### src/rtl/simple_mac_if.sv
// simple_mac_if: operand/result stream bundle for simple_mac.
//   Operand stream : in_valid_i, in_ready_o, data_a_i, data_b_i, last_i
//   Result stream  : out_valid_o, out_ready_i, result_o, ovf_o
// Signal suffixes are seen from the MAC: the slave modport is the MAC side,
// the master modport is the producer/consumer side.
interface simple_mac_if #(
  parameter int WIDTH = 8,
  parameter int RW    = 24
);
  logic             in_valid_i;
  logic             in_ready_o;
  logic [WIDTH-1:0] data_a_i;
  logic [WIDTH-1:0] data_b_i;
  logic             last_i;
  logic             out_valid_o;
  logic             out_ready_i;
  logic [RW-1:0]    result_o;
  logic             ovf_o;

  modport slave (
    input  in_valid_i, data_a_i, data_b_i, last_i, out_ready_i,
    output in_ready_o, out_valid_o, result_o, ovf_o
  );

  modport master (
    output in_valid_i, data_a_i, data_b_i, last_i, out_ready_i,
    input  in_ready_o, out_valid_o, result_o, ovf_o
  );
endinterface

### src/rtl/simple_mac.sv
// simple_mac: two-stage pipelined multiply-accumulate.
//   Stage p1 registers the product of each accepted operand pair; stage p2
//   adds it into the group accumulator and, on the beat flagged last_i,
//   presents the group sum on a held valid/ready result stream.
// Ports:
//   clk_i  - clock
//   rst_i  - synchronous active-high reset
//   bus    - simple_mac_if.slave (operand stream in, result stream out)
// Parameters: WIDTH (operand bits), GUARD (accumulator guard bits),
//   SIGNED (0 = unsigned, 1 = two's complement). Result width RW = 2*WIDTH+GUARD.
// Build option: define SIMPLE_MAC_SATURATE_EN to clamp the accumulator on
//   overflow instead of wrapping; ovf_o flags the overflow either way.
module simple_mac #(
  parameter int WIDTH  = 8,
  parameter int GUARD  = 8,
  parameter int SIGNED = 0
) (
  input  logic        clk_i,
  input  logic        rst_i,
  simple_mac_if.slave bus
);
  localparam int PW = 2 * WIDTH;
  localparam int RW = PW + GUARD;

  // Overflow of a RW-bit add given both addends and the RW+1 bit raw sum.
  function automatic logic add_ovf(input logic [RW-1:0] a, input logic [RW-1:0] b,
                                   input logic [RW:0] s);
    if (SIGNED == 0) return s[RW];
    return (a[RW-1] == b[RW-1]) && (s[RW-1] != a[RW-1]);
  endfunction

`ifdef SIMPLE_MAC_SATURATE_EN
  // Clamp toward the overflow direction; for signed adds both addends share
  // the sign, so the accumulator sign tells the direction.
  function automatic logic [RW-1:0] sat_sum(input logic [RW-1:0] s, input logic ovf,
                                            input logic neg);
    if (!ovf)        return s;
    if (SIGNED == 0) return '1;
    if (neg)         return {1'b1, {(RW-1){1'b0}}};
    return {1'b0, {(RW-1){1'b1}}};
  endfunction
`endif

  logic                 adv;
  logic                 accept;
  logic        [PW-1:0] prod_u;
  logic signed [PW-1:0] prod_s;
  logic        [RW-1:0] prod_ext;
  logic        [RW:0]   sum_raw;
  logic                 beat_ovf;
  logic        [RW-1:0] sum_sel;

  logic          vld_p1_q, vld_p1_d;
  logic          last_p1_q, last_p1_d;
  logic [RW-1:0] prod_p1_q, prod_p1_d;
  logic [RW-1:0] acc_p2_q, acc_p2_d;
  logic          grp_ovf_q, grp_ovf_d;
  logic          out_vld_q, out_vld_d;
  logic [RW-1:0] result_q, result_d;
  logic          ovf_q, ovf_d;

  always_comb begin
    adv    = !out_vld_q || bus.out_ready_i;
    accept = bus.in_valid_i && adv;
  end

  assign bus.in_ready_o  = adv;
  assign bus.out_valid_o = out_vld_q;
  assign bus.result_o    = result_q;
  assign bus.ovf_o       = ovf_q;

  // ---- stage p0 -> p1: product, extended to the accumulator width ----
  always_comb begin
    prod_u   = PW'(bus.data_a_i) * PW'(bus.data_b_i);
    prod_s   = PW'($signed(bus.data_a_i)) * PW'($signed(bus.data_b_i));
    prod_ext = (SIGNED != 0) ? RW'(prod_s) : RW'(prod_u);
  end

  // ---- stage p1 -> p2: accumulate ----
  always_comb begin
    sum_raw  = {1'b0, acc_p2_q} + {1'b0, prod_p1_q};
    beat_ovf = add_ovf(acc_p2_q, prod_p1_q, sum_raw);
`ifdef SIMPLE_MAC_SATURATE_EN
    sum_sel  = sat_sum(sum_raw[RW-1:0], beat_ovf, acc_p2_q[RW-1]);
`else
    sum_sel  = sum_raw[RW-1:0];
`endif
  end

  always_comb begin
    vld_p1_d  = vld_p1_q;
    last_p1_d = last_p1_q;
    prod_p1_d = prod_p1_q;
    acc_p2_d  = acc_p2_q;
    grp_ovf_d = grp_ovf_q;
    out_vld_d = out_vld_q;
    result_d  = result_q;
    ovf_d     = ovf_q;
    // Everything freezes while a result is held unconsumed.
    if (adv) begin
      vld_p1_d  = accept;
      last_p1_d = bus.last_i;
      prod_p1_d = prod_ext;
      // A consumed result drops valid unless a new group closes this cycle,
      // in which case the assignment below overrides it with no bubble.
      if (bus.out_ready_i) out_vld_d = 1'b0;
      if (vld_p1_q) begin
        if (last_p1_q) begin
          result_d  = sum_sel;
          ovf_d     = grp_ovf_q | beat_ovf;
          out_vld_d = 1'b1;
          acc_p2_d  = '0;
          grp_ovf_d = 1'b0;
        end else begin
          acc_p2_d  = sum_sel;
          grp_ovf_d = grp_ovf_q | beat_ovf;
        end
      end
    end
  end

  always_ff @(posedge clk_i) begin
    if (rst_i) begin
      vld_p1_q  <= 1'b0;
      acc_p2_q  <= '0;
      grp_ovf_q <= 1'b0;
      out_vld_q <= 1'b0;
      result_q  <= '0;
      ovf_q     <= 1'b0;
    end else begin
      vld_p1_q  <= vld_p1_d;
      acc_p2_q  <= acc_p2_d;
      grp_ovf_q <= grp_ovf_d;
      out_vld_q <= out_vld_d;
      result_q  <= result_d;
      ovf_q     <= ovf_d;
    end
  end

  // Product and last flag are qualified by vld_p1_q, so they need no reset.
  always_ff @(posedge clk_i) begin
    prod_p1_q <= prod_p1_d;
    last_p1_q <= last_p1_d;
  end
endmodule

### src/flat_wrapper.sv
// flat-port wrapper written by rule: the top's interface ports become plain ports
module simple_mac_flat 
#(
  parameter int WIDTH  = 8,
  parameter int GUARD  = 8,
  parameter int SIGNED = 0
)
  (clk_i, rst_i, bus_in_valid_i, bus_data_a_i, bus_data_b_i, bus_last_i, bus_out_ready_i, bus_in_ready_o, bus_out_valid_o, bus_result_o, bus_ovf_o);
  simple_mac_if #(.WIDTH(WIDTH), .RW(24)) bus_i ();
  input  logic clk_i;
  input  logic rst_i;
  input wire logic [$bits(bus_i.in_valid_i)-1:0] bus_in_valid_i;
  input wire logic [$bits(bus_i.data_a_i)-1:0] bus_data_a_i;
  input wire logic [$bits(bus_i.data_b_i)-1:0] bus_data_b_i;
  input wire logic [$bits(bus_i.last_i)-1:0] bus_last_i;
  input wire logic [$bits(bus_i.out_ready_i)-1:0] bus_out_ready_i;
  output wire logic [$bits(bus_i.in_ready_o)-1:0] bus_in_ready_o;
  output wire logic [$bits(bus_i.out_valid_o)-1:0] bus_out_valid_o;
  output wire logic [$bits(bus_i.result_o)-1:0] bus_result_o;
  output wire logic [$bits(bus_i.ovf_o)-1:0] bus_ovf_o;
  assign bus_i.in_valid_i = bus_in_valid_i;
  assign bus_i.data_a_i = bus_data_a_i;
  assign bus_i.data_b_i = bus_data_b_i;
  assign bus_i.last_i = bus_last_i;
  assign bus_i.out_ready_i = bus_out_ready_i;
  assign bus_in_ready_o = bus_i.in_ready_o;
  assign bus_out_valid_o = bus_i.out_valid_o;
  assign bus_result_o = bus_i.result_o;
  assign bus_ovf_o = bus_i.ovf_o;
  simple_mac #(.WIDTH(WIDTH), .GUARD(GUARD), .SIGNED(SIGNED)) u_core (.clk_i(clk_i), .rst_i(rst_i), .bus(bus_i));
endmodule
### config.mk
export PLATFORM = sky130hd
export DESIGN_NAME = simple_mac_flat
export DESIGN_NICKNAME = d
export VERILOG_FILES = /design/src/rtl/simple_mac_if.sv /design/src/rtl/simple_mac.sv /design/src/flat_wrapper.sv
export SDC_FILE = /design/constraint.sdc
export NUM_CORES = 1
export LEC_CHECK = 0
export CORE_ASPECT_RATIO = 0.9
export CORE_MARGIN = 2
export CORE_UTILIZATION = 45
export DETAILED_ROUTE_END_ITERATION = 10
export HOLD_SLACK_MARGIN = 0.12
export PLACE_DENSITY = 0.65
export SYNTH_ARGS = -nofsm -noshare
export SYNTH_HDL_FRONTEND = slang
export SYNTH_SLANG_ARGS = --single-unit
export TNS_END_PERCENT = 10
### constraint.sdc
create_clock -name clk_i -period 4.3 [get_ports clk_i]
set_input_delay 0.43 -clock clk_i [delete_from_list [all_inputs] [get_ports clk_i]]
set_output_delay 0.43 -clock clk_i [all_outputs]
set_load 0.05 [all_outputs]
# == After elaboration in Yosys (flattened, before gate mapping) ==
# Cells that the tools add are included.
# totals
elab_cells,21
out_inout_bits,27
ff_bits,69
inputBits,21
# classes
n_reduce_logical,5
n_mul,1
addsub,1
mux,5
bitwise_logic,1
# ops
operator,count
$add A24 B16 Y25,1
$mux W24,1
$mul A8 B8 Y16,1
$mux W1,4
$reduce_and A3 Y1,1
$reduce_and A2 Y1,1
$logic_and A1 B1 Y1,1
$logic_not A1 Y1,1
$logic_or A1 B1 Y1,1
$or A1 B1 Y1,1

# == Logic depth before layout (Yosys ltp) ==
# Gate-level depths: netlist (run 1).
# depth
word_depth,3
mapped_depth,16
mapped_depth_nobuf,16

# == Least setup slack after synthesis (run 1) ==
# Ideal clock, no wire load.
# synth_path
path_kind,in2reg
from,input port bus_data_b_i[7]
to,register u_core.prod_p1_q[15] (data pin)
n_path_buf,0
arrival_ps,4092
required_time_ps,4040
setup_ps,260
cell_stages,14
path_slack_ps,-52
path_cell_list,and2_1 -> fa_1 -> fa_1 -> fa_1 -> inv_1 -> fa_1 -> inv_1 -> ha_1 -> or3_1 -> o21ai_0 -> a21oi_1 -> a211oi_1 -> a21oi_1 -> xnor2_1
# synth_between
elab_chain_cells,1
# synth_lines
element,line_no,text
from (decl),flat_wrapper.sv:14,input wire logic [$bits(bus_i.data_b_i)-1:0] bus_data_b_i;
$mul A8 B8 Y16,simple_mac.sv:74,prod_u = PW'(bus.data_a_i) * PW'(bus.data_b_i);
net u_core.prod_u[15],simple_mac.sv:46,logic [PW-1:0] prod_u;
to (signal assigned),simple_mac.sv:142,prod_p1_q <= prod_p1_d;
to (decl),simple_mac.sv:55,"logic [RW-1:0] prod_p1_q, prod_p1_d;"
# The timed path passes the listed nets, and every way through them passes these cells.
# A chain may end at the register's enable or synchronous reset.

# == Worst setup path after layout (run 1) ==
# Ends and elaborated chain as after synthesis.

==> results of run 1 <==
## worst max-delay path, delay by kind of cell
family | cells | cell delay [ps]
xor+xnor | 1 | 120
simple gates | 2 | 550
buf+inv | 3 | 300
compound gates | 4 | 480
fa+ha+maj | 5 | 2340
## registers in the layout, summed over array words and instances (netlist names)
| register | count |
|---|---|
| u_core.bus.ovf_o | 1 |
| u_core.bus.result_o | 24 |
| u_core.last_p1_q | 1 |
| u_core.acc_p2_q | 24 |
| u_core.prod_p1_q | 16 |
| u_core.vld_p1_q | 1 |
| u_core.grp_ovf_q | 1 |
| u_core.bus.out_valid_o | 1 |
## metrics by stage
step | cell area [sq um] | hold WS (ps)
after floorplan | 5740 | 438
after global placement | 6660 | 443
after detailed placement | 6660 | 448
after CTS | 7010 | 455
after global routing | 7010 | 489
final | 7010 | 453
## layout make-up
cell class | instances | area [sq um] | share of cell area
Inverter | 56 | 210 | 0.0300
Clock inverter | 3 | 40.0 | 0.00571
Multi-Input combinational cell | 500 | 3930 | 0.561
Sequential cell | 69 | 1550 | 0.221
Timing Repair Buffer | 96 | 791 | 0.113
Tap cell | 164 | 205 | 0.0293
Clock buffer | 13 | 282 | 0.0402
## cell usage in the layout, fill, tap and decap left out, types with 9 or more instances in the layout
cell              n
nand4_1          12
buf_4            48
clkdlybuf4s50_1  34
ha_1             52
and2_1           46
dfxtp_1          52
fa_1             37
edfxtp_1         17
clkbuf_2         10
a21o_1           10
clkbuf_16        10
a21oi_1          33
nor2_1           31
nand3_1          40
xnor2_1          15
a211oi_1          9
nand2_1          54
nor3_1           11
o21ai_0          24
inv_1            55
## routing by layer
metal,up-vias,GRT usage,wire [um],part of all wire
li1,2479,-,-,-
met1,2353,0.262,5960,0.46
met2,98,0.327,6350,0.49
met3,15,0.0206,508,0.039
met4,0,0.0780,254,0.019
met5,-,0,0,0
## power breakdown
| group | switching [uW] | internal, uW |
|---|---|---|
| clock network | 266 | 513 |
| logic | 866 | 729 |
| registers | 50.2 | 804 |
| total | 1180 | 2050 |
## cell families after synthesis
group                    Yosys count
XOR/XNOR                          17
multiplexers                       1
AO/OA/AOI/OAI                    146
buffers and inverters             85
adder cells (fa/ha/maj)           89
AND/OR/NAND/NOR                  247
flip-flops                        69
## timing repair
action,4_1_cts,5_1_grt
hold buffers,0,0
endpoints found under the setup margin,6,5
pin swaps,11,10
gates resized for setup,25,27
setup buffers,1,1
## final timing paths
kind,end,depth (start not counted)
max,u_core.prod_p1_q[15],15
min,u_core.bus.result_o[10],2
max reg2reg,u_core.acc_p2_q[22],8
min reg2reg,u_core.bus.result_o[10],2
==> impl_metrics.prom, run 1 <==
# TYPE chip_impl_metric gauge
chip_impl_metric{name="chipHeight",unit="um"} 111
chip_impl_metric{name="grt_pass1_wl",unit="um"} 21800
chip_impl_metric{name="power",unit="uW"} 3230
chip_impl_metric{name="timing.setup.tns",unit="ps"} 0
chip_impl_metric{name="timing.final.setup_violations",unit=""} 0
chip_impl_metric{name="fmax",unit="MHz"} 241
chip_impl_metric{name="synth-simple-area-share",unit=""} 0.226
chip_impl_metric{name="leakage",unit="uW"} 0.00303
chip_impl_metric{name="timing.max_slew.rel_slack",unit=""} 0.252
chip_impl_metric{name="worst-endpoint-required",unit="ps"} 4390
chip_impl_metric{name="synthCells",unit=""} 654
chip_impl_metric{name="grt_total_ovfl",unit=""} 0
chip_impl_info{name="synthTopCellsByArea",value="dfxtp_1 (18%), fa_1 (13%), ha_1 (11%), edfxtp_1 (8.9%), and2_1 (5.5%)"} 1
chip_impl_metric{name="stdcell_count",unit=""} 901
chip_impl_metric{name="first_pass_iters",unit=""} 4
chip_impl_metric{name="gpl.final_weighted_congestion",unit=""} 0.859
chip_impl_metric{name="detailedRoute.firstIterationViolations",unit=""} 383
chip_impl_metric{name="fraction_of_registers_with_async_set_or_reset_after_synthesis",unit=""} 0
chip_impl_metric{name="io_buffers",unit=""} 47
chip_impl_metric{name="synth_compound_gate_area_share",unit=""} 0.176
chip_impl_metric{name="yosys.area_share.adder",unit=""} 0.243
chip_impl_metric{name="drc_errors",unit=""} 0
chip_impl_info{name="worst-setup-path-type",value="input port to register"} 1
chip_impl_metric{name="dpl.cell_count",unit=""} 883
chip_impl_info{name="result_of_the_run",value="finished clean"} 1
chip_impl_info{name="cp_cell_sequence",value="clkdlybuf4s15_1 -> and2_4 -> fa_1 -> fa_1 -> fa_1 -> inv_1 -> fa_1 -> inv_1 -> ha_1 -> or3_4 -> o21ai_2 -> a21oi_2 -> a211oi_2 -> a21oi_2 -> xnor2_1"} 1
chip_impl_metric{name="critical_path.max_stage_delay",unit="ps"} 540
chip_impl_info{name="setup.worst_path.start_class",value="input port"} 1
chip_impl_metric{name="via_count_of_the_first_global_routing_pass",unit=""} 4710
chip_impl_metric{name="cts_inserted_buffers",unit=""} 9
chip_impl_metric{name="clk-insertion-delay-late",unit="ps"} 340
chip_impl_metric{name="place.detailed.hpwl",unit="um"} 10100
chip_impl_metric{name="final_period_minus_worst_setup_slack",unit="ps"} 4150
chip_impl_metric{name="numClockSinks",unit=""} 69
chip_impl_metric{name="placementRows",unit=""} 39
chip_impl_info{name="tritoncts_clock_tree",value="yes"} 1
chip_impl_metric{name="r2r_slack",unit="ps"} 1410
chip_impl_metric{name="synth-seq-area-share",unit=""} 0.270
chip_impl_metric{name="num_vias",unit=""} 4945
chip_impl_metric{name="synth.yosys.warnings",unit=""} 0
chip_impl_metric{name="timing.critical_path.arrival",unit="ps"} 4230
chip_impl_metric{name="n_fill_cell",unit=""} 1147
chip_impl_metric{name="grt.total_usage",unit=""} 0.197
chip_impl_metric{name="synth_top_cell_area_share",unit=""} 0.181
chip_impl_info{name="cp-startpoint",value="bus_data_b_i[7]"} 1
chip_impl_metric{name="yosys-mux-area-fraction",unit=""} 0.00174
chip_impl_info{name="grt_setup_unrepaired",value="yes"} 1
chip_impl_info{name="synthFlopType",value="dfxtp_1"} 1
chip_impl_metric{name="ctsLongestPathBuffers",unit=""} 2
chip_impl_metric{name="antenna-diode-count",unit=""} 0
chip_impl_info{name="reg2reg_from",value="u_core.prod_p1_q[0]"} 1
chip_impl_metric{name="grt_max_degree",unit=""} 47
chip_impl_metric{name="finalNetCount",unit=""} 842
chip_impl_metric{name="place_ws",unit="ps"} -622
chip_impl_metric{name="cts.htree.levels",unit=""} 3
chip_impl_metric{name="wl_per_cell",unit="um"} 14.5
chip_impl_metric{name="synth-xor-area-share",unit=""} 0.0260
chip_impl_metric{name="timing.critical_path.fanout_max",unit=""} 3
chip_impl_metric{name="initial_core_util",unit=""} 0.456
chip_impl_info{name="hold_path.startpoint",value="u_core.bus.result_o[10]"} 1
chip_impl_info{name="worstHoldPathType",value="register to register"} 1
chip_impl_metric{name="vias_per_cell",unit=""} 5.49
chip_impl_metric{name="fin_worst_skew",unit="ps"} 5.30
chip_impl_metric{name="worst_slew_pin_slew",unit="ps"} 1120
chip_impl_metric{name="netlist-cell-type-count",unit=""} 63
chip_impl_metric{name="mappedNetlistNets",unit=""} 764
chip_impl_metric{name="post-route-period-util",unit=""} 0.964
chip_impl_info{name="crit_slowest_cell",value="fa_1"} 1
chip_impl_metric{name="core_area",unit="sq mm"} 0.0126
chip_impl_metric{name="max-vdd-ir-drop",unit="uV"} 173
chip_impl_info{name="yosys-top-cells-count",value="inv_1 (55), nand2_1 (55), dfxtp_1 (52), ha_1 (52), and2_1 (50)"} 1
chip_impl_metric{name="synth.avg_cell_area",unit="sq um"} 8.77
chip_impl_info{name="timing.critical_path.to_type",value="register"} 1
chip_impl_metric{name="die_width",unit="um"} 123
chip_impl_metric{name="pin_count",unit=""} 48
chip_impl_info{name="dominant_combinational_cell_family_by_area_after_synthesis",value="adder cells"} 1
chip_impl_metric{name="synth_edf_count",unit=""} 17
chip_impl_metric{name="drt_wl_total",unit="um"} 13100
chip_impl_info{name="cp_common_cell",value="fa_1"} 1
chip_impl_metric{name="final_core_utilization",unit=""} 0.557
chip_impl_metric{name="syn2layout_area_growth",unit="%"} 22.2
chip_impl_metric{name="power.density",unit="mW/mm^2"} 461
chip_impl_metric{name="cts.reportedPaths.clkPinSlew",unit="ps"} 50
chip_impl_metric{name="max-cap-violations",unit=""} 0
chip_impl_info{name="yosys.area.top_type",value="dfxtp_1"} 1
chip_impl_metric{name="setup_slack",unit="ps"} 153
chip_impl_metric{name="synth_seq_cells",unit=""} 69
chip_impl_metric{name="number_of_antenna_violations_at_the_first_check_in_global_routing",unit=""} 0
chip_impl_info{name="clk_root_buffer_cell",value="clkbuf_16"} 1
chip_impl_metric{name="finalHoldViolCount",unit=""} 0
chip_impl_metric{name="die_ar",unit="sq mm"} 0.0137
chip_impl_metric{name="layout-drive-gt1-share",unit=""} 0.142
chip_impl_metric{name="timing.final.max_slew_violations",unit=""} 0
chip_impl_metric{name="antenna_violating_nets_post_route",unit=""} 0
chip_impl_metric{name="syn_area",unit="sq mm"} 0.00574
Note: power is estimated with default switching activity, not from simulation.
==> run 2, diff against run 1 <==
- ABC_CLOCK_PERIOD_IN_PS: not set -> 4310
- PLACE_DENSITY: 0.65 -> 0.62
- clock period: 4.3 -> 4.31 ns (I/O delays scaled with it)
==> run 2 against run 1 <==
Non-clock buffer count fell by 1. Combinational power fell by 3%. Die area did not move. Wire length rose by 0.85%. Sequential power fell by 0.9%. Clock skew barely moved. Global-route usage rose by 0.18 points. Critical endpoint unchanged. Largest power group unchanged.
==> impl_metrics.prom, run 2 (synthesis results as in run 1) <==
# TYPE chip_impl_metric gauge
chip_impl_metric{name="grt_pass1_wl",unit="um"} 22100
chip_impl_info{name="timing.critical_path.to_type",value="register"} 1
chip_impl_metric{name="placementRows",unit=""} 39
chip_impl_metric{name="io_buffers",unit=""} 47
chip_impl_metric{name="place.detailed.hpwl",unit="um"} 10300
chip_impl_metric{name="final_core_utilization",unit=""} 0.552
chip_impl_metric{name="swShare",unit=""} 0.372
chip_impl_info{name="whs_endpoint",value="u_core.bus.result_o[3]"} 1
chip_impl_metric{name="share_seq_of_total_power",unit=""} 0.275
chip_impl_metric{name="cts_inserted_buffers",unit=""} 9
chip_impl_metric{name="post-cts-setup-buffers",unit=""} 0
chip_impl_metric{name="stdcell_count",unit=""} 899
chip_impl_metric{name="final_period_minus_worst_setup_slack",unit="ps"} 4180
chip_impl_metric{name="r2r_slack",unit="ps"} 1410
chip_impl_metric{name="detailedRoute.firstIterationViolations",unit=""} 287
chip_impl_info{name="grt_setup_unrepaired",value="no"} 1
chip_impl_metric{name="vias_per_cell",unit=""} 5.51
chip_impl_metric{name="number_of_antenna_violations_at_the_first_check_in_global_routing",unit=""} 0
chip_impl_metric{name="fmax",unit="MHz"} 239
chip_impl_metric{name="clockPowerShare",unit=""} 0.224
chip_impl_metric{name="leakage",unit="uW"} 0.00300
chip_impl_metric{name="switching_pwr",unit="uW"} 1150
chip_impl_info{name="setup.worst_path.start_class",value="input port"} 1
chip_impl_metric{name="syn2layout_area_growth",unit="%"} 21.1
chip_impl_metric{name="hold_depth",unit=""} 2
chip_impl_metric{name="max-vdd-ir-drop",unit="uV"} 198
chip_impl_metric{name="layout-drive-gt1-share",unit=""} 0.139
chip_impl_metric{name="worst-endpoint-required",unit="ps"} 4390
chip_impl_metric{name="dpl.cell_count",unit=""} 884
chip_impl_metric{name="fin_worst_skew",unit="ps"} 5.15
chip_impl_metric{name="finalNetCount",unit=""} 841
chip_impl_metric{name="timing.final.max_slew_violations",unit=""} 0
chip_impl_metric{name="antenna_violating_nets_post_route",unit=""} 0
chip_impl_metric{name="clk-insertion-delay-late",unit="ps"} 330
chip_impl_metric{name="grt_max_degree",unit=""} 46
chip_impl_metric{name="worst_slew_pin_slew",unit="ps"} 836
chip_impl_metric{name="timing.critical_path.arrival",unit="ps"} 4260
chip_impl_metric{name="grt_total_ovfl",unit=""} 0
chip_impl_metric{name="numClockSinks",unit=""} 69
chip_impl_metric{name="power.density",unit="mW/mm^2"} 444
chip_impl_info{name="worst-setup-path-type",value="input port to register"} 1
chip_impl_metric{name="p_int",unit="uW"} 1930
chip_impl_info{name="rr_endpoint",value="u_core.acc_p2_q[20]"} 1
chip_impl_info{name="tritoncts_clock_tree",value="yes"} 1
chip_impl_metric{name="timing.final.setup_violations",unit=""} 0
chip_impl_info{name="result_of_the_run",value="finished clean"} 1
chip_impl_metric{name="post-route-period-util",unit=""} 0.969
chip_impl_metric{name="cts.htree.levels",unit=""} 3
chip_impl_info{name="mostFrequentLayoutCells",value="inv_1 (55), nand2_1 (55), ha_1 (52), dfxtp_1 (52), buf_4 (47)"} 1
chip_impl_metric{name="via_count_of_the_first_global_routing_pass",unit=""} 4812
chip_impl_metric{name="timing.max_slew.rel_slack",unit=""} 0.441
chip_impl_metric{name="drt_wl_total",unit="um"} 13200
chip_impl_metric{name="core_area",unit="sq mm"} 0.0126
chip_impl_info{name="hold_path.startpoint",value="u_core.bus.result_o[3]"} 1
chip_impl_metric{name="chipHeight",unit="um"} 111
chip_impl_metric{name="antenna-diode-count",unit=""} 0
chip_impl_metric{name="finalHoldViolCount",unit=""} 0
chip_impl_metric{name="num_vias",unit=""} 4949
chip_impl_metric{name="die_ar",unit="sq mm"} 0.0137
chip_impl_metric{name="first_pass_iters",unit=""} 8
chip_impl_metric{name="wl_per_cell",unit="um"} 14.7
chip_impl_metric{name="drc_errors",unit=""} 0
chip_impl_info{name="clk_root_buffer_cell",value="clkbuf_16"} 1
chip_impl_metric{name="pin_count",unit=""} 48
chip_impl_metric{name="r2r.worst_path.cells",unit=""} 8
chip_impl_info{name="reg2reg_from",value="u_core.prod_p1_q[0]"} 1
chip_impl_metric{name="logic_pwr_share",unit=""} 0.502
chip_impl_metric{name="ctsLongestPathBuffers",unit=""} 2
chip_impl_info{name="worstHoldPathType",value="register to register"} 1
chip_impl_metric{name="timing.critical_path.fanout_max",unit=""} 3
chip_impl_metric{name="gpl.final_weighted_congestion",unit=""} 0.869
chip_impl_metric{name="n_fill_cell",unit=""} 1170
chip_impl_metric{name="max-cap-violations",unit=""} 0
chip_impl_metric{name="die_width",unit="um"} 123
chip_impl_metric{name="cts.reportedPaths.clkPinSlew",unit="ps"} 50
chip_impl_metric{name="grt.total_usage",unit=""} 0.199
chip_impl_metric{name="initial_core_util",unit=""} 0.456
## run 2: changes by cell type in the layout (fill, tap and decap cells not counted), sizes merged
cell           previous run  this run
clkbuf                   23        25
buf                      49        48
bufinv                    1         0
clkdlybuf4s15             2         1
clkinv                    3         2
## run 2: worst max-delay path by stage
| stage | from | endpoint | slack [ps] | cells after the start |
|---|---|---|---|---|
| 3_3_place_gp | bus_data_a_i[0] | u_core.prod_p1_q[14] | -550 | 15 |
| 2_1_floorplan | bus_data_b_i[7] | u_core.prod_p1_q[15] | 40 | 14 |
| 4_1_cts | bus_data_b_i[3] | u_core.prod_p1_q[15] | -60 | 16 |
| 6_report | bus_data_a_i[1] | u_core.prod_p1_q[15] | 130 | 16 |
| 3_5_place_dp | bus_data_b_i[6] | u_core.prod_p1_q[15] | -620 | 16 |
| 5_1_grt | bus_data_a_i[7] | u_core.prod_p1_q[15] | 10 | 15 |
## run 2: metrics by stage
| stage | TNS (ps) | power [uW] | setup WS, ps | hold WS, ps | instance area (sq um) |
|---|---|---|---|---|---|
| 6_report | 0 | 3080 | 132 | 450 | 6950 |
| 5_1_grt | 0 | 3340 | 14.6 | 472 | 6950 |
| 4_1_cts | -55.4 | 3090 | -55.4 | 455 | 6960 |
| 3_5_place_dp | -3290 | 2370 | -619 | 448 | 6670 |
| 3_3_place_gp | -2760 | 2340 | -549 | 445 | 6670 |
| 2_1_floorplan | 0 | 1910 | 35.9 | 438 | 5740 |
## run 2: repair_timing
| action | CTS | global route |
|---|---|---|
| hold endpoints to repair | 0 | 0 |
| hold buffers | 0 | 0 |
| resized for setup | 21 | 31 |
| pin swaps | 8 | 10 |
| endpoints found under the setup margin | 6 | 3 |
## run 2: metal layers
layer  vias up  GRT usage  part of all wire
met1      2379      0.267              0.48
met4         0     0.0735             0.016
met3        14     0.0211             0.031
met2        88      0.331              0.47
met5         -          0                 0
li1       2468          -                 -
## run 2: layout make-up
class                      instances  area [sq um]  area share
multi-input combinational        500          3920       0.565
sequential                        69          1550       0.223
timing repair buffer              95           778       0.112
clock buffer                      14           274      0.0395
inverter                          56           210      0.0303
tap                              164           205      0.0295
clock inverter                     1          5.00    0.000721
## run 2: critical path, stage by stage
cell and delay [ps]:
clkdlybuf4s15_1 230, and2_4 170, fa_1 500, fa_1 440, fa_1 540, inv_1 50
fa_1 520, inv_1 40, ha_1 190, buf_4 130, or3_1 380, o21ai_2 70
a21oi_2 60, a211oi_2 270, a21oi_2 100, xnor2_1 130
## run 2: power groups by stage
stage,combinational [uW],sequential [uW],clock (uW)
finish,1550,846,689
global route,1750,854,730
CTS,1540,847,704
detailed placement,1510,860,0
global placement,1480,857,0
floorplan,1000,902,0
==> run 3, diff against run 2 <==
- GPL_ROUTABILITY_DRIVEN: not set -> 1
==> results of run 3 <==
The final DEF is identical to that of run 2; final timing and power are the same.
